==> src/rtl/alu_pipe.sv <==
// alu_pipe: registered execute-stage ALU with valid/ready handshakes, staged
// flags and an iterative shift-add multiplier.
//
// Ports:
//   clk, rst_n          clock (rising edge), asynchronous active-low reset
//   flush               synchronous kill of in-flight MUL and pending result
//   in_valid/in_ready   operation handshake (in_ready is combinational)
//   exec_command        4-bit opcode
//   set_flags           commit N/Z/C/V when this op's result is handed off
//   in1, in2            operands
//   out_valid/out_ready result handshake
//   result              registered result
//   status_n/z/c/v      committed flags
module alu_pipe #(
  parameter int unsigned WIDTH    = 32,
  parameter int unsigned MUL_BITS = 1
) (
  input  logic             clk,
  input  logic             rst_n,
  input  logic             flush,
  input  logic             in_valid,
  output logic             in_ready,
  input  logic [3:0]       exec_command,
  input  logic             set_flags,
  input  logic [WIDTH-1:0] in1,
  input  logic [WIDTH-1:0] in2,
  output logic             out_valid,
  input  logic             out_ready,
  output logic [WIDTH-1:0] result,
  output logic             status_n,
  output logic             status_z,
  output logic             status_c,
  output logic             status_v
);

  localparam int unsigned MulSteps = WIDTH / MUL_BITS;
  localparam int unsigned CntW     = $clog2(MulSteps + 1);

  localparam logic [3:0] OpMov = 4'b0001;
  localparam logic [3:0] OpAdd = 4'b0010;
  localparam logic [3:0] OpAdc = 4'b0011;
  localparam logic [3:0] OpSub = 4'b0100;
  localparam logic [3:0] OpSbc = 4'b0101;
  localparam logic [3:0] OpAnd = 4'b0110;
  localparam logic [3:0] OpOrr = 4'b0111;
  localparam logic [3:0] OpEor = 4'b1000;
  localparam logic [3:0] OpMvn = 4'b1001;
  localparam logic [3:0] OpMul = 4'b1010;

  typedef enum logic [0:0] {StIdle, StMulBusy} state_e;

  state_e           state_q, state_d;
  logic             out_valid_q;
  logic [WIDTH-1:0] result_q;
  logic             stg_n_q, stg_z_q, stg_c_q, stg_v_q;
  logic             stg_cv_q;   // staged op updates C/V (arithmetic only)
  logic             stg_set_q;  // staged op commits flags on handoff
  logic             st_n_q, st_z_q, st_c_q, st_v_q;
  logic [WIDTH-1:0] mcand_q, mplier_q, acc_q;
  logic [CntW-1:0]  mul_cnt_q;
  logic             mul_set_q;

  logic             handshake, out_free, accept, start_mul, load_alu, load_mul, mul_done;
  logic             fwd_c, is_sub, cin;
  logic [WIDTH-1:0] b_op, alu_res, mul_sum;
  logic [WIDTH:0]   sum;
  logic             alu_c, alu_v, alu_cv;

  assign handshake = out_valid_q && out_ready && !flush;
  assign out_free  = !out_valid_q || out_ready;
  assign in_ready  = (state_q == StIdle) && !flush && out_free;
  assign accept    = in_valid && in_ready;
  assign start_mul = accept && (exec_command == OpMul);
  assign load_alu  = accept && (exec_command != OpMul);
  assign mul_done  = (mul_cnt_q == CntW'(MulSteps));
  assign load_mul  = (state_q == StMulBusy) && mul_done && out_free && !flush;

  // A carry committed by this cycle's handoff is already visible to ADC/SBC.
  assign fwd_c = (handshake && stg_set_q && stg_cv_q) ? stg_c_q : st_c_q;

  always_comb begin
    is_sub = (exec_command == OpSub) || (exec_command == OpSbc);
    b_op   = is_sub ? ~in2 : in2;
    case (exec_command)
      OpAdc, OpSbc: cin = fwd_c;
      OpSub:        cin = 1'b1;
      default:      cin = 1'b0;
    endcase
    sum     = {1'b0, in1} + {1'b0, b_op} + {{WIDTH{1'b0}}, cin};
    alu_c   = sum[WIDTH];
    alu_v   = (in1[WIDTH-1] == b_op[WIDTH-1]) && (sum[WIDTH-1] != in1[WIDTH-1]);
    alu_cv  = 1'b0;
    alu_res = in1;
    case (exec_command)
      OpMov: alu_res = in2;
      OpMvn: alu_res = ~in2;
      OpAdd, OpAdc, OpSub, OpSbc: begin
        alu_res = sum[WIDTH-1:0];
        alu_cv  = 1'b1;
      end
      OpAnd: alu_res = in1 & in2;
      OpOrr: alu_res = in1 | in2;
      OpEor: alu_res = in1 ^ in2;
      default: alu_res = in1;
    endcase
  end

  // One iteration retires the low MUL_BITS multiplier bits.
  always_comb begin
    mul_sum = acc_q;
    for (int unsigned i = 0; i < MUL_BITS; i++) begin
      if (mplier_q[i]) mul_sum = mul_sum + (mcand_q << i);
    end
  end

  always_comb begin
    state_d = state_q;
    if (flush) begin
      state_d = StIdle;
    end else begin
      case (state_q)
        StIdle:    if (start_mul) state_d = StMulBusy;
        StMulBusy: if (mul_done && out_free) state_d = StIdle;
        default:   state_d = StIdle;
      endcase
    end
  end

  always_ff @(posedge clk or negedge rst_n) begin
    if (!rst_n) state_q <= StIdle;
    else        state_q <= state_d;
  end

  always_ff @(posedge clk or negedge rst_n) begin
    if (!rst_n) begin
      out_valid_q <= 1'b0;
      result_q    <= '0;
      stg_n_q     <= 1'b0;
      stg_z_q     <= 1'b0;
      stg_c_q     <= 1'b0;
      stg_v_q     <= 1'b0;
      stg_cv_q    <= 1'b0;
      stg_set_q   <= 1'b0;
    end else if (flush) begin
      out_valid_q <= 1'b0;
      stg_set_q   <= 1'b0;
    end else if (load_alu) begin
      out_valid_q <= 1'b1;
      result_q    <= alu_res;
      stg_n_q     <= alu_res[WIDTH-1];
      stg_z_q     <= (alu_res == '0);
      stg_c_q     <= alu_c;
      stg_v_q     <= alu_v;
      stg_cv_q    <= alu_cv;
      stg_set_q   <= set_flags;
    end else if (load_mul) begin
      out_valid_q <= 1'b1;
      result_q    <= acc_q;
      stg_n_q     <= acc_q[WIDTH-1];
      stg_z_q     <= (acc_q == '0);
      stg_cv_q    <= 1'b0;
      stg_set_q   <= mul_set_q;
    end else if (handshake) begin
      out_valid_q <= 1'b0;
    end
  end

  always_ff @(posedge clk or negedge rst_n) begin
    if (!rst_n) begin
      st_n_q <= 1'b0;
      st_z_q <= 1'b0;
      st_c_q <= 1'b0;
      st_v_q <= 1'b0;
    end else if (handshake && stg_set_q) begin
      st_n_q <= stg_n_q;
      st_z_q <= stg_z_q;
      if (stg_cv_q) begin
        st_c_q <= stg_c_q;
        st_v_q <= stg_v_q;
      end
    end
  end

  always_ff @(posedge clk or negedge rst_n) begin
    if (!rst_n) begin
      mcand_q   <= '0;
      mplier_q  <= '0;
      acc_q     <= '0;
      mul_cnt_q <= '0;
      mul_set_q <= 1'b0;
    end else if (start_mul) begin
      mcand_q   <= in1;
      mplier_q  <= in2;
      acc_q     <= '0;
      mul_cnt_q <= '0;
      mul_set_q <= set_flags;
    end else if ((state_q == StMulBusy) && !mul_done && !flush) begin
      acc_q     <= mul_sum;
      mcand_q   <= mcand_q << MUL_BITS;
      mplier_q  <= mplier_q >> MUL_BITS;
      mul_cnt_q <= mul_cnt_q + CntW'(1);
    end
  end

  assign out_valid = out_valid_q;
  assign result    = result_q;
  assign status_n  = st_n_q;
  assign status_z  = st_z_q;
  assign status_c  = st_c_q;
  assign status_v  = st_v_q;

endmodule

==> config.mk <==
export PLATFORM = sky130hd
export DESIGN_NAME = alu_pipe
export DESIGN_NICKNAME = d
export VERILOG_FILES = /design/src/rtl/alu_pipe.sv
export SDC_FILE = /design/constraint.sdc
export NUM_CORES = 1
export LEC_CHECK = 0
export CAP_MARGIN = 20
export CORE_AREA = 2 2 175 160
export CTS_BUF_LIST = sky130_fd_sc_hd__clkbuf_16
export DETAILED_ROUTE_END_ITERATION = 8
export DIE_AREA = 0 0 177 162
export PLACE_DENSITY = 0.69
export SYNTH_ARGS = -nofsm -noshare
export SYNTH_HDL_FRONTEND = slang
export SYNTH_SLANG_ARGS = --single-unit
==> constraint.sdc <==
create_clock -name clk -period 5.9 [get_ports clk]
set_clock_uncertainty 0.15 [all_clocks]
set_input_delay 1.18 -clock clk [delete_from_list [all_inputs] [get_ports clk]]
set_output_delay 1.18 -clock clk [all_outputs]
set_load 0.02 [all_outputs]
==> impl_metrics.env, run 1 <==
export IMPL_first_iter_violations=1396
export IMPL_post_synth_num_cell_types=93
export IMPL_drive_gt1_share_pct=8.15
export IMPL_syn_cell_area_mm2=0.0129
export IMPL_first_pass_iters=6
export IMPL_postCtsResizedCells=0
export IMPL_internal_power_mw=2.39
export IMPL_num_rows=57
export IMPL_leftover_overflow_at_the_end_of_global_routing=0
export IMPL_syn_to_final_growth_pct=17.5
export IMPL_cts_buffers_inserted=17
export IMPL_grt_first_pass_wirelength_um=70500
export IMPL_gp_routability_congestion=1.07
export IMPL_cts_root_buffer="sky130_fd_sc_hd__clkbuf_16"
export IMPL_switching_power_mw=1.33
export IMPL_cts_htree_levels=4
export IMPL_fp_dieArea_mm2=0.0287
export IMPL_dp_wirelength_um=33000
export IMPL_cp_required_ns=6.11
export IMPL_layout_worst_path_cycle_share_pct=91.7
export IMPL_post_drt_wl_per_cell_um=21.9
export IMPL_max_slew_vio_count=0
export IMPL_p_sw_share_pct=35.7
export IMPL_worst_setup_path_end_kind="flop"
export IMPL_final_critical_path_setup_slack_ns=0.492
export IMPL_drt_antenna_violating_nets=0
export IMPL_clock_latency_ns=0.44
export IMPL_core_area_mm2=0.0267
export IMPL_setup_violations_final=0
export IMPL_logic_gate_share_of_total_power_pct=33.8
export IMPL_floorplan_die_height_um=162
export IMPL_outcome="completed"
export IMPL_vdd_ir_drop_max_v=0.000197
export IMPL_start_kind="input pin"
export IMPL_clkSinkCount=146
export IMPL_path_clk_slew_ns=0.06
export IMPL_worst_min_delay_path_category="flop to flop"
export IMPL_number_of_flip_flops_and_latches_in_the_synthesized_netlist=146
export IMPL_cts_tree="yes"
export IMPL_postCtsSetupBuffers=0
export IMPL_synth_nets=1791
export IMPL_synthCells=1586
export IMPL_p_clk_share_pct=31.5
export IMPL_p_per_area_mw_per_mm2=244
export IMPL_synthArstFlopShare_pct=100
export IMPL_grt_start_max_net_pins=78
export IMPL_worst_slew_pin_slew_ns=0.997
export IMPL_ys_flop_type="sky130_fd_sc_hd__dfrtp_1"
export IMPL_gr_usage_all_layers_pct=31.9
export IMPL_p_leak_nw=6.96
export IMPL_cts_buffer_depth=2
export IMPL_layout_cells_most_common="sky130_fd_sc_hd__nand2_1"
export IMPL_antenna_found_initial=0
export IMPL_drv_max_cap_violation_count=0
export IMPL_critical_path_class="input pin to flop"
export IMPL_crit_path_time_final_ns=5.41
export IMPL_relSlewSlack_pct=33.3
export IMPL_viasPerCell=6.28
export IMPL_yosysWarnings=0
export IMPL_grt_setup_unrepaired="false"
export IMPL_first_global_vias=12300
export IMPL_cp_arrival_ns=5.62
export IMPL_power_sequential_fraction_pct=34.6
export IMPL_synth_yosys_seq_area_share_pct=28.2
export IMPL_layout_cells_most_common_list="sky130_fd_sc_hd__nand2_1, sky130_fd_sc_hd__dfrtp_1, sky130_fd_sc_hd__ha_1"
export IMPL_synth_edf_count=0
export IMPL_final_nets=1887
export IMPL_place_ws_ns=0.116
export IMPL_hold_viol=0
export IMPL_insertedDiodeCount=0
export IMPL_remaining_drc_errors=0
export IMPL_start_util_pct=48.4
export IMPL_totalWireLength_um=44900
export IMPL_critical_path_peak_fanout=3
export IMPL_buffers_added_on_ports=111
export IMPL_total_power_mw=3.72
export IMPL_synth_avg_cell_area_um2=8.16
export IMPL_total_i_o_pin_count=112
export IMPL_ctsHoldBuffers=0
export IMPL_die_w_um=177
export IMPL_achievable_frequency_mhz=185
export IMPL_via_count=12900
export IMPL_final_setup_tns_ns=0
worst paths after layout:
check | startpoint | endpoint | slack (ns) | depth (start not counted)
max | flush | stg_z_q$_DFFE_PN0P_ | 0.49 | 20
min | mplier_q[22]$_DFFE_PN0P_ | mplier_q[22]$_DFFE_PN0P_ | 0.33 | 2
max reg2reg | out_valid$_DFFE_PN0P_ | stg_z_q$_DFFE_PN0P_ | 1.31 | 19
min reg2reg | mplier_q[22]$_DFFE_PN0P_ | mplier_q[22]$_DFFE_PN0P_ | 0.33 | 2
max in group asynchronous | rst_n | result[9]$_DFFE_PN0P_ | 3.92 | 2
min in group asynchronous | rst_n | mplier_q[16]$_DFFE_PN0P_ | 0.62 | 1
per-stage QoR:
step                      util (%)  area [um^2]  hold WS (ns)  instances
final                         56.9        15200         0.329       2048
after CTS                     56.9        15200         0.330       2048
after global routing          56.9        15200         0.350       2048
after global placement        54.6        14600         0.310       2017
after floorplan                  -        12900         0.285       1586
after detailed placement      54.6        14600         0.313       2017
power by group through the flow:
stage | Sequential (mW) | Combinational, mW | Clock, mW
4_1_cts | 1.28 | 1.24 | 1.18
5_1_grt | 1.31 | 1.38 | 1.23
3_3_place_gp | 1.30 | 1.22 | 0
6_report | 1.29 | 1.26 | 1.17
2_1_floorplan | 1.32 | 0.724 | 0
3_5_place_dp | 1.30 | 1.23 | 0
cell usage after synthesis (all sizes together) (32+ instances only):
library cell / n / share of area [%]
nand3: 46 / 1.8
xnor2: 54 / 3.7
o21ai: 110 / 4.3
clkbuf: 53 / 1.5
a21oi: 113 / 4.5
inv: 86 / 2.5
ha: 128 / 12
nand2: 231 / 6.7
dfrtp: 146 / 28
nor2: 75 / 2.2
a211oi: 32 / 1.9
a21o: 40 / 2.4
a22oi: 65 / 3.8
buf: 39 / 1.4
kinds of logic (layout without fill, tap and decap cells):
family,count (synthesis),after routing,synth area share [%]
compound gates,536,536,28.4
simple gates,494,494,18.0
buf+inv,178,286,5.47
flops,146,146,28.2
fa+ha+maj,131,131,12.8
xor+xnor,76,76,5.14
mux,25,25,1.97
area by class of cell:
class,count,area [um^2]
Fill cell,2557,11500
Multi-Input combinational cell,1262,8640
Sequential cell,146,3650
Timing Repair Buffer,169,1540
Tap cell,354,443
Clock buffer,17,425
Inverter,86,323
Clock inverter,14,189
flip-flops by register name, indices dropped and copies added, names as in the netlist:
signal / flops
acc_q: 32
mcand_q: 32
mplier_q: 32
result: 32
mul_cnt_q: 6
mul_set_q: 1
out_valid: 1
state_q: 1
status_c: 1
status_n: 1
status_v: 1
status_z: 1
stg_c_q: 1
stg_cv_q: 1
stg_set_q: 1
stg_v_q: 1
stg_z_q: 1
worst max-delay path: stages:
cell and delay, ns:
sky130_fd_sc_hd__clkdlybuf4s50_1 0.47, sky130_fd_sc_hd__nand4b_1 0.14, sky130_fd_sc_hd__inv_1 0.08, sky130_fd_sc_hd__nand2_1 0.10, sky130_fd_sc_hd__mux2_2 0.38, sky130_fd_sc_hd__nor2_1 0.10, sky130_fd_sc_hd__nor3_1 0.07, sky130_fd_sc_hd__fa_1 0.40
sky130_fd_sc_hd__fa_1 0.42, sky130_fd_sc_hd__a21o_1 0.19, sky130_fd_sc_hd__nand4_1 0.16, sky130_fd_sc_hd__nand2_1 0.11, sky130_fd_sc_hd__a311o_1 0.37, sky130_fd_sc_hd__xor2_1 0.14, sky130_fd_sc_hd__a221oi_1 0.34, sky130_fd_sc_hd__o2111ai_1 0.19
sky130_fd_sc_hd__nor4b_1 0.34, sky130_fd_sc_hd__buf_4 0.19, sky130_fd_sc_hd__nand4b_1 0.10, sky130_fd_sc_hd__o21ai_1 0.13
metal layers:
layer / up-vias / part of all wire, % / wire length (um) / global-route usage [%]
met1: 6207 / 44 / 19800 / 44.1
met3: 80 / 8.0 / 3580 / 5.66
met4: 0 / 4.3 / 1910 / 13.9
met5: - / 0 / 0 / 0
li1: 6009 / - / - / -
met2: 564 / 44 / 19600 / 48.8
Note: power is estimated with default switching activity, not from simulation.
==> inputs of run 2 (changes only) <==
Settings changed: PLACE_DENSITY 0.69 to 0.78.
==> run 2 against run 1 <==
- setup slack got worse by 0.18 ns
- critical path depth unchanged
- worst hold slack hardly changed
- sequential power hardly changed
- highest routed layer unchanged
- largest power group unchanged
- power shrank 0.14%
- clock power about the same
==> impl_metrics.env, run 2 (synthesis results as in run 1) <==
export IMPL_outcome="completed"
export IMPL_first_global_vias=12800
export IMPL_drv_max_cap_violation_count=0
export IMPL_switching_power_mw=1.36
export IMPL_multi_input_area_mm2=0.00864
export IMPL_worst_slew_pin_slew_ns=1.19
export IMPL_viasPerCell=6.44
export IMPL_total_power_mw=3.71
export IMPL_crit_path_time_final_ns=5.58
export IMPL_final_core_util_pct=57.0
export IMPL_dp_wirelength_um=33000
export IMPL_critical_path_peak_fanout=3
export IMPL_start_util_pct=48.4
export IMPL_vdd_ir_drop_max_v=0.000214
export IMPL_drt_antenna_violating_nets=0
export IMPL_totalWireLength_um=45500
export IMPL_total_i_o_pin_count=112
export IMPL_cp_top_family="compound AO/OA/AOI/OAI gates"
export IMPL_cp_depth=20
export IMPL_achievable_frequency_mhz=179
export IMPL_die_w_um=177
export IMPL_first_pass_iters=5
export IMPL_insertedDiodeCount=0
export IMPL_relSlewSlack_pct=20.3
export IMPL_post_drt_wl_per_cell_um=22.2
export IMPL_postCtsResizedCells=0
export IMPL_fill_cells=2438
export IMPL_ctsHoldBuffers=0
export IMPL_grt_start_max_net_pins=107
export IMPL_cp_arrival_ns=5.79
export IMPL_routed_top_layer="met4"
export IMPL_setup_violations_final=0
export IMPL_remaining_drc_errors=0
export IMPL_hold_viol=0
export IMPL_first_iter_violations=1432
export IMPL_gp_routability_congestion=1.01
export IMPL_crit_path_top_delay_cell="sky130_fd_sc_hd__clkdlybuf4s50_1"
export IMPL_timing_hold_worst_path_depth=2
export IMPL_met3RoutedLength_um=4410
export IMPL_leftover_overflow_at_the_end_of_global_routing=0
export IMPL_gr_usage_all_layers_pct=32.2
export IMPL_wl_met2_um=20000
export IMPL_cp_num_buf_inv=3
export IMPL_critPathMaxStageDelay_ns=0.48
export IMPL_cts_root_buffer="sky130_fd_sc_hd__clkbuf_16"
export IMPL_inst_count_dp=2017
export IMPL_num_rows=57
export IMPL_layout_cells_most_common="sky130_fd_sc_hd__nand2_1"
export IMPL_clock_latency_ns=0.44
export IMPL_worst_setup_path_end_kind="flop"
export IMPL_seqCellArea_mm2=0.00365
export IMPL_worst_r2r_path_depth=19
export IMPL_syn_to_final_growth_pct=17.8
export IMPL_p_clk_share_pct=31.0
export IMPL_worst_r2r_endpoint="stg_z_q$_DFFE_PN0P_"
export IMPL_layout_cells_most_common_list="sky130_fd_sc_hd__nand2_1, sky130_fd_sc_hd__dfrtp_1, sky130_fd_sc_hd__ha_1"
export IMPL_buffers_added_on_ports=111
export IMPL_cts_tree="yes"
export IMPL_drive_gt1_share_pct=8.14
export IMPL_cts_buffers_inserted=17
export IMPL_reg2reg_from="out_valid$_DFFE_PN0P_"
export IMPL_final_setup_tns_ns=0
export IMPL_clkSinkCount=146
export IMPL_cp_required_ns=6.11
export IMPL_fp_dieArea_mm2=0.0287
export IMPL_p_leak_nw=6.96
export IMPL_via_count=13200
export IMPL_worst_min_delay_path_category="flop to flop"
export IMPL_critical_path_class="input pin to flop"
export IMPL_met1Wirelength_um=19100
export IMPL_p_sw_share_pct=36.5
export IMPL_core_area_mm2=0.0267
export IMPL_place_ws_ns=0.0429
export IMPL_cts_htree_levels=4
export IMPL_finalNonFillerCells=2050
export IMPL_internal_power_mw=2.36
export IMPL_final_nets=1888
export IMPL_final_critical_path_setup_slack_ns=0.317
export IMPL_antenna_found_initial=0
export IMPL_path_clk_slew_ns=0.06
export IMPL_cts_buffer_depth=2
export IMPL_layout_worst_path_cycle_share_pct=94.6
export IMPL_grt_setup_unrepaired="false"
export IMPL_start_kind="input pin"
export IMPL_grt_first_pass_wirelength_um=71700
export IMPL_floorplan_die_height_um=162
export IMPL_logic_gate_share_of_total_power_pct=34.3
export IMPL_min_delay_worst_endpoint="mplier_q[22]$_DFFE_PN0P_"
export IMPL_holdCritStartpoint="mplier_q[22]$_DFFE_PN0P_"
export IMPL_postCtsSetupBuffers=0
export IMPL_reg_to_reg_slack_setup_ns=1.14
export IMPL_timing_critical_path_cells="clkdlybuf4s50_1 -> nand4b_1 -> inv_1 -> nand2_1 -> mux2_2 -> nor2_1 -> nor3_1 -> fa_1 -> fa_1 -> a21o_1 -> nand4_1 -> nand2_1 -> a311o_1 -> xor2_1 -> a221oi_1 -> o2111ai_1 -> nor4b_1 -> buf_4 -> nand4b_1 -> o21ai_1"
export IMPL_power_sequential_fraction_pct=34.8
export IMPL_max_slew_vio_count=0
export IMPL_p_per_area_mw_per_mm2=243
==> run 2: tightest hold or removal path: stages (launching register included) <==
cell and delay [ns]:
sky130_fd_sc_hd__dfrtp_1 0.34, sky130_fd_sc_hd__nand2_1 0.05, sky130_fd_sc_hd__nand2_1 0.05
==> run 2: layer usage <==
layer / vias up / GRT usage [%]
li1: 6002 / -
met1: 6363 / 43.6
met2: 722 / 50.4
met3: 121 / 6.02
met4: 0 / 13.6
met5: - / 0
==> run 2: worst max-delay path by stage <==
stage                                from                   to
after floorplan           exec_command[1]  stg_z_q$_DFFE_PN0P_
after global placement              flush  stg_z_q$_DFFE_PN0P_
after detailed placement            flush  stg_z_q$_DFFE_PN0P_
after CTS                           flush  stg_z_q$_DFFE_PN0P_
after global routing                flush  stg_z_q$_DFFE_PN0P_
final                               flush  stg_z_q$_DFFE_PN0P_
==> run 2: power groups by stage <==
stage / clock [mW] / sequential (mW) / combinational, mW
floorplan: 0 / 1.32 / 0.724
global placement: 0 / 1.30 / 1.21
detailed placement: 0 / 1.30 / 1.24
finish: 1.15 / 1.29 / 1.27
global route: 1.20 / 1.31 / 1.39
CTS: 1.16 / 1.28 / 1.25
==> run 2: area by class of cell <==
class,count,area share (%)
repair buffers,170,10.4
multi-input cells,1262,56.6
inverters,86,2.12
clock buffers,17,2.79
well taps,354,2.90
flip-flops and latches,146,24.0
clock inverters,15,1.19
==> run 2: through the flow <==
step	hold slack, ns	cell area (um^2)
final	0.329	15300
after global routing	0.364	15300
after CTS	0.331	15200
after detailed placement	0.313	14600
after global placement	0.309	14600
after floorplan	0.285	12900
